**src/rtl/lsu_shift_sequencer_if.sv**
```systemverilog
// Decoded-op, memory req/ack and writeback signals between the sequencer and its neighbours.
// slave = sequencer side, master = decoder/memory/regfile side.
interface lsu_shift_sequencer_if;
    logic        valid_i;
    logic        ready_o;
    logic        busy_o;
    logic        is_load_i;
    logic        is_store_i;
    logic        is_shift_i;
    logic        shift_left_i;
    logic        shift_arithmetic_i;
    logic        shift_immediate_i;
    logic [31:0] rs1_data_i;
    logic [31:0] rs2_data_i;
    logic [31:0] immediate_i;
    logic [4:0]  shamt_i;
    logic [4:0]  rd_i;
    logic        mem_req_o;
    logic        mem_we_o;
    logic [31:0] mem_addr_o;
    logic [31:0] mem_wdata_o;
    logic        mem_ack_i;
    logic [31:0] mem_rdata_i;
    logic        wb_valid_o;
    logic [4:0]  wb_rd_o;
    logic [31:0] wb_data_o;
    logic        done_o;
    logic        error_o;

    modport slave (
        input  valid_i, is_load_i, is_store_i, is_shift_i, shift_left_i,
               shift_arithmetic_i, shift_immediate_i, rs1_data_i, rs2_data_i,
               immediate_i, shamt_i, rd_i, mem_ack_i, mem_rdata_i,
        output ready_o, busy_o, mem_req_o, mem_we_o, mem_addr_o, mem_wdata_o,
               wb_valid_o, wb_rd_o, wb_data_o, done_o, error_o
    );

    modport master (
        output valid_i, is_load_i, is_store_i, is_shift_i, shift_left_i,
               shift_arithmetic_i, shift_immediate_i, rs1_data_i, rs2_data_i,
               immediate_i, shamt_i, rd_i, mem_ack_i, mem_rdata_i,
        input  ready_o, busy_o, mem_req_o, mem_we_o, mem_addr_o, mem_wdata_o,
               wb_valid_o, wb_rd_o, wb_data_o, done_o, error_o
    );
endinterface

```
**src/rtl/lsu_shift_sequencer.sv**
```systemverilog
// Multi-cycle controller: iterative shifts (STEP bits/cycle) and word load/store over req/ack.
// Latency: shift 1+ceil(amt/STEP), mem 1+ack cycles, misaligned 1; one WB/done cycle per op.
// Backpressure: ready only in IDLE; memory stalls hold mem_req until ack or timeout.
module lsu_shift_sequencer #(
    parameter int unsigned STEP        = 1,
    parameter int unsigned MEM_TIMEOUT = 255
) (
    input logic                  clk_i,
    input logic                  rst_ni,
    lsu_shift_sequencer_if.slave bus
);
    typedef enum logic [1:0] {S_IDLE, S_SHIFT, S_MEM, S_WB} state_e;

    localparam logic [4:0] STEP_AMT = 5'(STEP);
    localparam logic [7:0] TO_LAST  = 8'(MEM_TIMEOUT - 1);

    state_e      state_q, state_d;
    logic [31:0] shreg_q, shreg_d;
    logic [4:0]  rem_q, rem_d;
    logic        left_q, left_d;
    logic        arith_q, arith_d;
    logic        load_q, load_d;
    logic [4:0]  rd_q, rd_d;
    logic [7:0]  tcnt_q, tcnt_d;
    logic        mem_req_q, mem_req_d;
    logic        mem_we_q, mem_we_d;
    logic [31:0] mem_addr_q, mem_addr_d;
    logic [31:0] mem_wdata_q, mem_wdata_d;
    logic        wb_valid_q, wb_valid_d;
    logic [4:0]  wb_rd_q, wb_rd_d;
    logic [31:0] wb_data_q, wb_data_d;
    logic        done_q, done_d;
    logic        error_q, error_d;

    logic [31:0] addr_sum;
    logic [4:0]  amt;
    logic [4:0]  step_n;
    logic [31:0] shifted;

    always_comb begin
        addr_sum = bus.rs1_data_i + bus.immediate_i;
        amt      = bus.shift_immediate_i ? bus.shamt_i : bus.rs2_data_i[4:0];
        step_n   = (rem_q < STEP_AMT) ? rem_q : STEP_AMT;
        if (left_q)       shifted = shreg_q << step_n;
        else if (arith_q) shifted = 32'($signed(shreg_q) >>> step_n);
        else              shifted = shreg_q >> step_n;
    end

    always_comb begin
        state_d     = state_q;
        shreg_d     = shreg_q;
        rem_d       = rem_q;
        left_d      = left_q;
        arith_d     = arith_q;
        load_d      = load_q;
        rd_d        = rd_q;
        tcnt_d      = tcnt_q;
        mem_req_d   = mem_req_q;
        mem_we_d    = mem_we_q;
        mem_addr_d  = mem_addr_q;
        mem_wdata_d = mem_wdata_q;
        wb_valid_d  = 1'b0;
        wb_rd_d     = wb_rd_q;
        wb_data_d   = wb_data_q;
        done_d      = 1'b0;
        error_d     = 1'b0;
        case (state_q)
            S_IDLE: begin
                if (bus.valid_i && (bus.is_load_i || bus.is_store_i)) begin
                    rd_d   = bus.rd_i;
                    load_d = bus.is_load_i;
                    if (addr_sum[1:0] != 2'b00) begin
                        state_d = S_WB;
                        done_d  = 1'b1;
                        error_d = 1'b1;
                        wb_rd_d = bus.rd_i;
                    end else begin
                        state_d     = S_MEM;
                        mem_req_d   = 1'b1;
                        mem_we_d    = !bus.is_load_i;
                        mem_addr_d  = addr_sum;
                        mem_wdata_d = bus.rs2_data_i;
                        tcnt_d      = 8'd0;
                    end
                end else if (bus.valid_i && bus.is_shift_i) begin
                    rd_d    = bus.rd_i;
                    load_d  = 1'b0;
                    left_d  = bus.shift_left_i;
                    arith_d = bus.shift_arithmetic_i;
                    if (amt == 5'd0) begin
                        state_d    = S_WB;
                        done_d     = 1'b1;
                        wb_valid_d = (bus.rd_i != 5'd0);
                        wb_rd_d    = bus.rd_i;
                        wb_data_d  = bus.rs1_data_i;
                    end else begin
                        state_d = S_SHIFT;
                        shreg_d = bus.rs1_data_i;
                        rem_d   = amt;
                    end
                end
            end
            S_SHIFT: begin
                shreg_d = shifted;
                rem_d   = rem_q - step_n;
                if (rem_q == step_n) begin
                    state_d    = S_WB;
                    done_d     = 1'b1;
                    wb_valid_d = (rd_q != 5'd0);
                    wb_rd_d    = rd_q;
                    wb_data_d  = shifted;
                end
            end
            S_MEM: begin
                // An ack on the final timeout cycle still completes normally.
                if (bus.mem_ack_i) begin
                    state_d    = S_WB;
                    mem_req_d  = 1'b0;
                    done_d     = 1'b1;
                    wb_valid_d = load_q && (rd_q != 5'd0);
                    wb_rd_d    = rd_q;
                    wb_data_d  = load_q ? bus.mem_rdata_i : 32'd0;
                end else if (tcnt_q == TO_LAST) begin
                    state_d   = S_WB;
                    mem_req_d = 1'b0;
                    done_d    = 1'b1;
                    error_d   = 1'b1;
                    wb_rd_d   = rd_q;
                end else begin
                    tcnt_d = tcnt_q + 8'd1;
                end
            end
            default: state_d = S_IDLE;
        endcase
    end

    always_ff @(posedge clk_i or negedge rst_ni) begin
        if (!rst_ni) begin
            state_q     <= S_IDLE;
            shreg_q     <= '0;
            rem_q       <= '0;
            left_q      <= 1'b0;
            arith_q     <= 1'b0;
            load_q      <= 1'b0;
            rd_q        <= '0;
            tcnt_q      <= '0;
            mem_req_q   <= 1'b0;
            mem_we_q    <= 1'b0;
            mem_addr_q  <= '0;
            mem_wdata_q <= '0;
            wb_valid_q  <= 1'b0;
            wb_rd_q     <= '0;
            wb_data_q   <= '0;
            done_q      <= 1'b0;
            error_q     <= 1'b0;
        end else begin
            state_q     <= state_d;
            shreg_q     <= shreg_d;
            rem_q       <= rem_d;
            left_q      <= left_d;
            arith_q     <= arith_d;
            load_q      <= load_d;
            rd_q        <= rd_d;
            tcnt_q      <= tcnt_d;
            mem_req_q   <= mem_req_d;
            mem_we_q    <= mem_we_d;
            mem_addr_q  <= mem_addr_d;
            mem_wdata_q <= mem_wdata_d;
            wb_valid_q  <= wb_valid_d;
            wb_rd_q     <= wb_rd_d;
            wb_data_q   <= wb_data_d;
            done_q      <= done_d;
            error_q     <= error_d;
        end
    end

    assign bus.ready_o     = (state_q == S_IDLE);
    assign bus.busy_o      = (state_q != S_IDLE);
    assign bus.mem_req_o   = mem_req_q;
    assign bus.mem_we_o    = mem_we_q;
    assign bus.mem_addr_o  = mem_addr_q;
    assign bus.mem_wdata_o = mem_wdata_q;
    assign bus.wb_valid_o  = wb_valid_q;
    assign bus.wb_rd_o     = wb_rd_q;
    assign bus.wb_data_o   = wb_data_q;
    assign bus.done_o      = done_q;
    assign bus.error_o     = error_q;
endmodule

```
**src/flat_wrapper.sv**
```systemverilog
// flat-port wrapper written by rule: the top's interface ports become plain ports
module lsu_shift_sequencer_flat 
#(
    parameter int unsigned STEP        = 1,
    parameter int unsigned MEM_TIMEOUT = 255
)
  (clk_i, rst_ni, bus_valid_i, bus_is_load_i, bus_is_store_i, bus_is_shift_i, bus_shift_left_i, bus_shift_arithmetic_i, bus_shift_immediate_i, bus_rs1_data_i, bus_rs2_data_i, bus_immediate_i, bus_shamt_i, bus_rd_i, bus_mem_ack_i, bus_mem_rdata_i, bus_ready_o, bus_busy_o, bus_mem_req_o, bus_mem_we_o, bus_mem_addr_o, bus_mem_wdata_o, bus_wb_valid_o, bus_wb_rd_o, bus_wb_data_o, bus_done_o, bus_error_o);
  lsu_shift_sequencer_if bus_i ();
  input logic clk_i;
  input logic rst_ni;
  input wire logic [$bits(bus_i.valid_i)-1:0] bus_valid_i;
  input wire logic [$bits(bus_i.is_load_i)-1:0] bus_is_load_i;
  input wire logic [$bits(bus_i.is_store_i)-1:0] bus_is_store_i;
  input wire logic [$bits(bus_i.is_shift_i)-1:0] bus_is_shift_i;
  input wire logic [$bits(bus_i.shift_left_i)-1:0] bus_shift_left_i;
  input wire logic [$bits(bus_i.shift_arithmetic_i)-1:0] bus_shift_arithmetic_i;
  input wire logic [$bits(bus_i.shift_immediate_i)-1:0] bus_shift_immediate_i;
  input wire logic [$bits(bus_i.rs1_data_i)-1:0] bus_rs1_data_i;
  input wire logic [$bits(bus_i.rs2_data_i)-1:0] bus_rs2_data_i;
  input wire logic [$bits(bus_i.immediate_i)-1:0] bus_immediate_i;
  input wire logic [$bits(bus_i.shamt_i)-1:0] bus_shamt_i;
  input wire logic [$bits(bus_i.rd_i)-1:0] bus_rd_i;
  input wire logic [$bits(bus_i.mem_ack_i)-1:0] bus_mem_ack_i;
  input wire logic [$bits(bus_i.mem_rdata_i)-1:0] bus_mem_rdata_i;
  output wire logic [$bits(bus_i.ready_o)-1:0] bus_ready_o;
  output wire logic [$bits(bus_i.busy_o)-1:0] bus_busy_o;
  output wire logic [$bits(bus_i.mem_req_o)-1:0] bus_mem_req_o;
  output wire logic [$bits(bus_i.mem_we_o)-1:0] bus_mem_we_o;
  output wire logic [$bits(bus_i.mem_addr_o)-1:0] bus_mem_addr_o;
  output wire logic [$bits(bus_i.mem_wdata_o)-1:0] bus_mem_wdata_o;
  output wire logic [$bits(bus_i.wb_valid_o)-1:0] bus_wb_valid_o;
  output wire logic [$bits(bus_i.wb_rd_o)-1:0] bus_wb_rd_o;
  output wire logic [$bits(bus_i.wb_data_o)-1:0] bus_wb_data_o;
  output wire logic [$bits(bus_i.done_o)-1:0] bus_done_o;
  output wire logic [$bits(bus_i.error_o)-1:0] bus_error_o;
  assign bus_i.valid_i = bus_valid_i;
  assign bus_i.is_load_i = bus_is_load_i;
  assign bus_i.is_store_i = bus_is_store_i;
  assign bus_i.is_shift_i = bus_is_shift_i;
  assign bus_i.shift_left_i = bus_shift_left_i;
  assign bus_i.shift_arithmetic_i = bus_shift_arithmetic_i;
  assign bus_i.shift_immediate_i = bus_shift_immediate_i;
  assign bus_i.rs1_data_i = bus_rs1_data_i;
  assign bus_i.rs2_data_i = bus_rs2_data_i;
  assign bus_i.immediate_i = bus_immediate_i;
  assign bus_i.shamt_i = bus_shamt_i;
  assign bus_i.rd_i = bus_rd_i;
  assign bus_i.mem_ack_i = bus_mem_ack_i;
  assign bus_i.mem_rdata_i = bus_mem_rdata_i;
  assign bus_ready_o = bus_i.ready_o;
  assign bus_busy_o = bus_i.busy_o;
  assign bus_mem_req_o = bus_i.mem_req_o;
  assign bus_mem_we_o = bus_i.mem_we_o;
  assign bus_mem_addr_o = bus_i.mem_addr_o;
  assign bus_mem_wdata_o = bus_i.mem_wdata_o;
  assign bus_wb_valid_o = bus_i.wb_valid_o;
  assign bus_wb_rd_o = bus_i.wb_rd_o;
  assign bus_wb_data_o = bus_i.wb_data_o;
  assign bus_done_o = bus_i.done_o;
  assign bus_error_o = bus_i.error_o;
  lsu_shift_sequencer #(.STEP(STEP), .MEM_TIMEOUT(MEM_TIMEOUT)) u_core (.clk_i(clk_i), .rst_ni(rst_ni), .bus(bus_i));
endmodule
```
**config.mk**
```make
export PLATFORM = sky130hd
export DESIGN_NAME = lsu_shift_sequencer_flat
export DESIGN_NICKNAME = d
export VERILOG_FILES = /design/src/rtl/lsu_shift_sequencer_if.sv /design/src/rtl/lsu_shift_sequencer.sv /design/src/flat_wrapper.sv
export SDC_FILE = /design/constraint.sdc
export NUM_CORES = 1
export LEC_CHECK = 0
export CAP_MARGIN = 40
export CORE_ASPECT_RATIO = 0.8
export CORE_MARGIN = 5
export CORE_UTILIZATION = 54
export DETAILED_ROUTE_END_ITERATION = 16
export PLACE_DENSITY_LB_ADDON = 0.15
export SETUP_SLACK_MARGIN = 0.15
export SYNTH_ARGS = -nofsm -noshare
export SYNTH_HDL_FRONTEND = slang
export SYNTH_SLANG_ARGS = --single-unit
```
**constraint.sdc**
```tcl
create_clock -name clk_i -period 7.5 [get_ports clk_i]
set_input_delay 1.5 -clock clk_i [delete_from_list [all_inputs] [get_ports clk_i]]
set_output_delay 1.5 -clock clk_i [all_outputs]
set_load 0.02 [all_outputs]
```
; ---- Word level (Yosys, flattened, before mapping)
; Cells that the tools add are included.
[totals]
register_bits = 161
in_bits = 148
out_inout_bits = 108
word_cells = 134
[classes]
addsub = 3
order_cmp = 1
eq_ne = 18
n_shift = 3
muxes = 66
bitwise = 2
reduce_logical = 24
[ops]
columns = op, count
row1 = $mux W32, 11
row2 = $pmux W32 S3, 1
row3 = $mux W5, 14
row4 = $pmux W32 S2, 1
row5 = $add A32 B32 Y32, 1
row6 = $mux W8, 4
row7 = $shl A32 B5 Y32, 1
row8 = $shr A32 B5 Y32, 1
row9 = $sshr A32 B5 Y32, 1
row10 = $mux W1, 21
row11 = $pmux W8 S2, 1
row12 = $pmux W5 S3, 1
row13 = $mux W2, 6
row14 = $ne A2 B2 Y1 const B, 6
row15 = $reduce_and A6 Y1, 2
row16 = $pmux W5 S2, 1
row17 = $reduce_bool A2 Y1, 5
row18 = $reduce_bool A5 Y1, 2
row19 = $reduce_and A3 Y1, 3
row20 = $add A8 B1 Y8 const B, 1
row21 = $eq A8 B8 Y1 const B, 1
row22 = $ne A2 B1 Y1 const B, 4
row23 = $reduce_and A4 Y1, 2
row24 = $ne A3 B1 Y1 const B, 2
row25 = other kinds (19), 24

; ---- Longest topological paths before layout
[depth]
depth_word = 7
depth_mapped = 10
mapped_depth_nobuf = 10

; ---- Least setup slack after synthesis
; OpenSTA, ideal clock, no wires.
[synth_timing]
kind = input to register
startpoint = input bus_immediate_i[0]
endpoint = register u_core.mem_addr_q[28] (netlist: u_core.bus.mem_addr_o[28])
setup_ns = 0.069
arrival_time_ns = 3.597
t_required_ns = 7.431
slack_ns = 3.833
path_stages = 10
n_path_buf = 0
path_cell_list = ha_1 > inv_1 > fa_1 > nand2b_1 > a21o_1 > a21oi_1 > o41ai_1 > o32a_1 > or4_1 > nand3_1
[synth_between]
elab_chain_len = 4
[synth_lines]
columns = item, line_no
row1 = from (decl), flat_wrapper.sv:20  ; input wire logic [$bits(bus_i.immediate_i)-1:0] bus_immediate_i;
row2 = $add A32 B32 Y32 (*), lsu_shift_sequencer.sv:41  ; addr_sum = bus.rs1_data_i + bus.immediate_i;
row3 = $reduce_bool A2 Y1, lsu_shift_sequencer.sv:72  ; if (addr_sum[1:0] != 2'b00) begin
row4 = $not A1 Y1 (no line), -
row5 = $reduce_and A3 Y1 (no line), -
row6 = to (signal assigned), lsu_shift_sequencer.sv:167  ; mem_addr_q <= mem_addr_d;
row7 = to (decl), lsu_shift_sequencer.sv:27  ; logic [31:0] mem_addr_q, mem_addr_d;
; Every way passes the cells marked *; elsewhere a longest branch is shown, timed or not.
; A chain may end at the register's enable or synchronous reset.

; ---- Worst setup path in the final report
[layout_timing]
startpoint = input bus_shift_immediate_i
endpoint = register u_core.wb_data_q[0] (netlist: u_core.bus.wb_data_o[0])
[layout_between]
elab_chain_len = 4
[layout_lines]
columns = item, line_no
row1 = from (decl), flat_wrapper.sv:17  ; input wire logic [$bits(bus_i.shift_immediate_i)-1:0] bus_shift_immediate_i;
row2 = $mux W5, lsu_shift_sequencer.sv:42  ; amt = bus.shift_immediate_i ? bus.shamt_i : bus.rs2_data_i[4:0];
row3 = $logic_not A5 Y1, lsu_shift_sequencer.sv:90  ; if (amt == 5'd0) begin
row4 = $ne A2 B1 Y1 (no line), -
row5 = $reduce_and A6 Y1 (no line), -
row6 = to (signal assigned), lsu_shift_sequencer.sv:171  ; wb_data_q <= wb_data_d;
row7 = to (decl), lsu_shift_sequencer.sv:31  ; logic [31:0] wb_data_q, wb_data_d;
; No other way between the ends.

==> results.json <==
{
  "p_leak_nw": 5.76,
  "fin_crit_ns": 4.65,
  "slew_headroom": 0.480,
  "start_util": 0.545,
  "yosys_warnings": 0,
  "fin_skew_ns": 0.0168,
  "holdWs_ns": 0.473,
  "final_common_cell": "clkdlybuf4s50_1",
  "layout.cells.non_filler": 1592,
  "setup_ws_ns": 2.85,
  "ctsResizeCount": 0,
  "core_sq_um": 18000,
  "pre_cts_slack_ns": 2.44,
  "layout.nets": 1536,
  "die_w_um": 161,
  "syn_avg_cell_area_sq_um": 8.63,
  "dpl.cell_count": 1560,
  "place_hpwl_mm": 22.1,
  "cp-end-kind": "flip-flop",
  "synth.net_count": 1324,
  "cts_hold_buf": 0,
  "finalWirelength_mm": 30.0,
  "critical_path_arrival_ns": 4.96,
  "h-tree-depth": 4,
  "startpoint": "bus_shift_immediate_i",
  "port_buffers": 255,
  "synthToLayoutAreaGrowth_pct": 33.4,
  "gr-total-overflow": 0,
  "worst-path-max-fanout": 33,
  "wl_per_cell_um": 18.8,
  "hold_viol_final": 0,
  "antenna_found_initial": 1,
  "path_buf_inv": 2,
  "die_y_um": 131,
  "p_int_mw": 2.95,
  "finalPower_mw": 5.20,
  "synth.distinct_cells": 61,
  "p_per_area_nw_per_um2": 397,
  "yosysSeqAreaShare": 0.411,
  "path_cells": "clkdlybuf4s50_1 -> or4b_1 -> o22ai_1 -> and2_4 -> a41oi_1 -> or4_2 -> buf_4 -> mux2_2",
  "rrSetupSlack_ns": 4.07,
  "drt_iter0_markers": 792,
  "grtUsageTotal": 0.282,
  "finalSetupTns_ns": 0,
  "viasPerCell": 5.86,
  "rsz0062_at_grt": "false",
  "ant_nets": 0,
  "layout.cells.most_common_list": "clkdlybuf4s50_1 (254), nand2_1 (210), dfrtp_1 (160)",
  "drt_pass1_iterations": 5,
  "grt_max_degree": 75,
  "status": "finished, final reports clean",
  "cts.sinks": 161,
  "netlist_area_sq_um": 9810,
  "clock_path_buffers": 2,
  "row_count": 44,
  "cp-start-kind": "input pin",
  "root_buffer": "clkbuf_16",
  "cts_buffers": 17,
  "grt_pass1_wl_mm": 47.4,
  "drv_cap": 0,
  "tritoncts": "done",
  "ys_seq_elements": 161,
  "required_ns": 7.81,
  "ir_worst_vdd_uv": 219,
  "reg2reg_from": "u_core.rem_q[4]",
  "slew_viol_final": 0,
  "p_comb_frac": 0.544,
  "hp-class": "flip-flop to flip-flop",
  "pwr-share-clk": 0.160,
  "cts_setup_buffers": 0,
  "max_freq_ghz": 0.215,
  "die_area_sq_um": 21000,
  "worstSkewPairLatency_ns": 0.44,
  "setup_violations": 0,
  "pwr-share-seq": 0.296,
  "async_flop_share": 1.00,
  "clk_pin_slew_ns": 0.07,
  "place.gp.congestion": 0.929,
  "pin_count": 256,
  "synth-main-ff-cell": "dfrtp_1",
  "crit_path_max_incr_delay_ns": 1.01,
  "min_from": "u_core.bus.mem_wdata_o[27]",
  "grt_pass1_vias": 9086,
  "tightest_slew_ns": 0.780,
  "cp_top_family": "simple AND/OR/NAND/NOR gates",
  "synth_edf_count": 0,
  "slowest_stage": "or4_2",
  "switchingPower_mw": 2.25,
  "drive_gt1_frac": 0.0749,
  "drc": 0,
  "syn_inst": 1137,
  "sw_frac_of_total": 0.433,
  "vias": 9331,
  "setup.worst_path.class": "input pin to flip-flop",
  "fin_crit_sh": 0.621
}
-- synthesized netlist by cell type, types with 7 or more instances --
master,count,area share
a211oi_1,37,0.028
a211oi_2,28,0.036
a21o_1,41,0.031
a21oi_1,114,0.058
buf_1,7,0.0027
clkbuf_1,59,0.023
dfrtp_1,161,0.41
ha_1,38,0.048
inv_1,17,0.0065
mux2_2,20,0.023
mux2i_1,36,0.037
nand2_1,211,0.081
nand3_1,21,0.011
nand4_1,9,0.0057
nor2_1,100,0.038
nor3_1,14,0.0071
o21ai_0,88,0.045
o21bai_1,8,0.0061
o31ai_1,7,0.0054
or3_1,7,0.0045
xnor2_1,13,0.012
xor2_1,11,0.0098
-- logic make-up (layout without fill, tap and decap cells) --
kind of cell,after synthesis,after routing,share of synthesized area
and+or+nand+nor,398,398,0.172
AOI/OAI and AO/OA,367,367,0.247
DFF,161,161,0.411
buffers and inverters,92,316,0.0390
muxes,56,56,0.0597
adders and majority gates,39,39,0.0505
xor gates and xnor gates,24,24,0.0214
other,0,1,0
-- metal layers --
metal	wire length, um	up-vias	track usage
met5	0	-	0
met4	699	0	0.0792
met3	2600	45	0.0765
met2	13300	368	0.433
met1	13400	4445	0.398
li1	-	4473	-
-- layout make-up --
class	instances	area [sq um]
Antenna cell	1	2.50
Clock buffer	19	453
Clock inverter	12	101
Fill cell	1412	4910
Inverter	18	67.6
Multi-Input combinational cell	884	5430
Sequential cell	161	4030
Tap cell	230	288
Timing Repair Buffer	267	2710
-- final timing paths --
| path | to | cells after the start |
|---|---|---|
| setup / recovery | u_core.bus.wb_data_o[0] | 8 |
| hold / removal | u_core.bus.mem_wdata_o[27] | 2 |
| setup reg to reg | u_core.bus.wb_data_o[0] | 8 |
| hold reg to reg | u_core.bus.mem_wdata_o[27] | 2 |
| max in group asynchronous | u_core.bus.mem_wdata_o[31] | 2 |
| min in group asynchronous | u_core.bus.wb_data_o[8] | 1 |
-- per-stage QoR --
stage | area, sq um | util
after floorplan | 9810 | -
after global placement | 12400 | 0.690
after detailed placement | 12500 | 0.696
after CTS | 13100 | 0.727
after global routing | 13100 | 0.727
final | 13100 | 0.727
-- flip-flops by register name, indices dropped and copies added, names as in the netlist, 5 cells and up --
signal,cells
u_core.shreg_q,32
u_core.bus.mem_wdata_o,32
u_core.bus.wb_data_o,32
u_core.bus.wb_rd_o,5
u_core.bus.mem_addr_o,32
u_core.rem_q,5
u_core.rd_q,5
u_core.tcnt_q,8
-- worst min-delay path, cell delays in order, from the launching register on --
cell and delay (ns):
dfrtp_1 0.34, nand2_1 0.05, nand2_1 0.05
-- power groups by stage --
stage | logic (mW) | registers [mW] | clock network (mW)
final | 2.83 | 1.54 | 0.833
after global routing | 3.08 | 1.59 | 0.884
after CTS | 2.84 | 1.54 | 0.842
after detailed placement | 2.82 | 1.54 | 0
after global placement | 2.69 | 1.57 | 0
after floorplan | 1.54 | 1.81 | 0
Note: power is estimated with default switching activity, not from simulation.
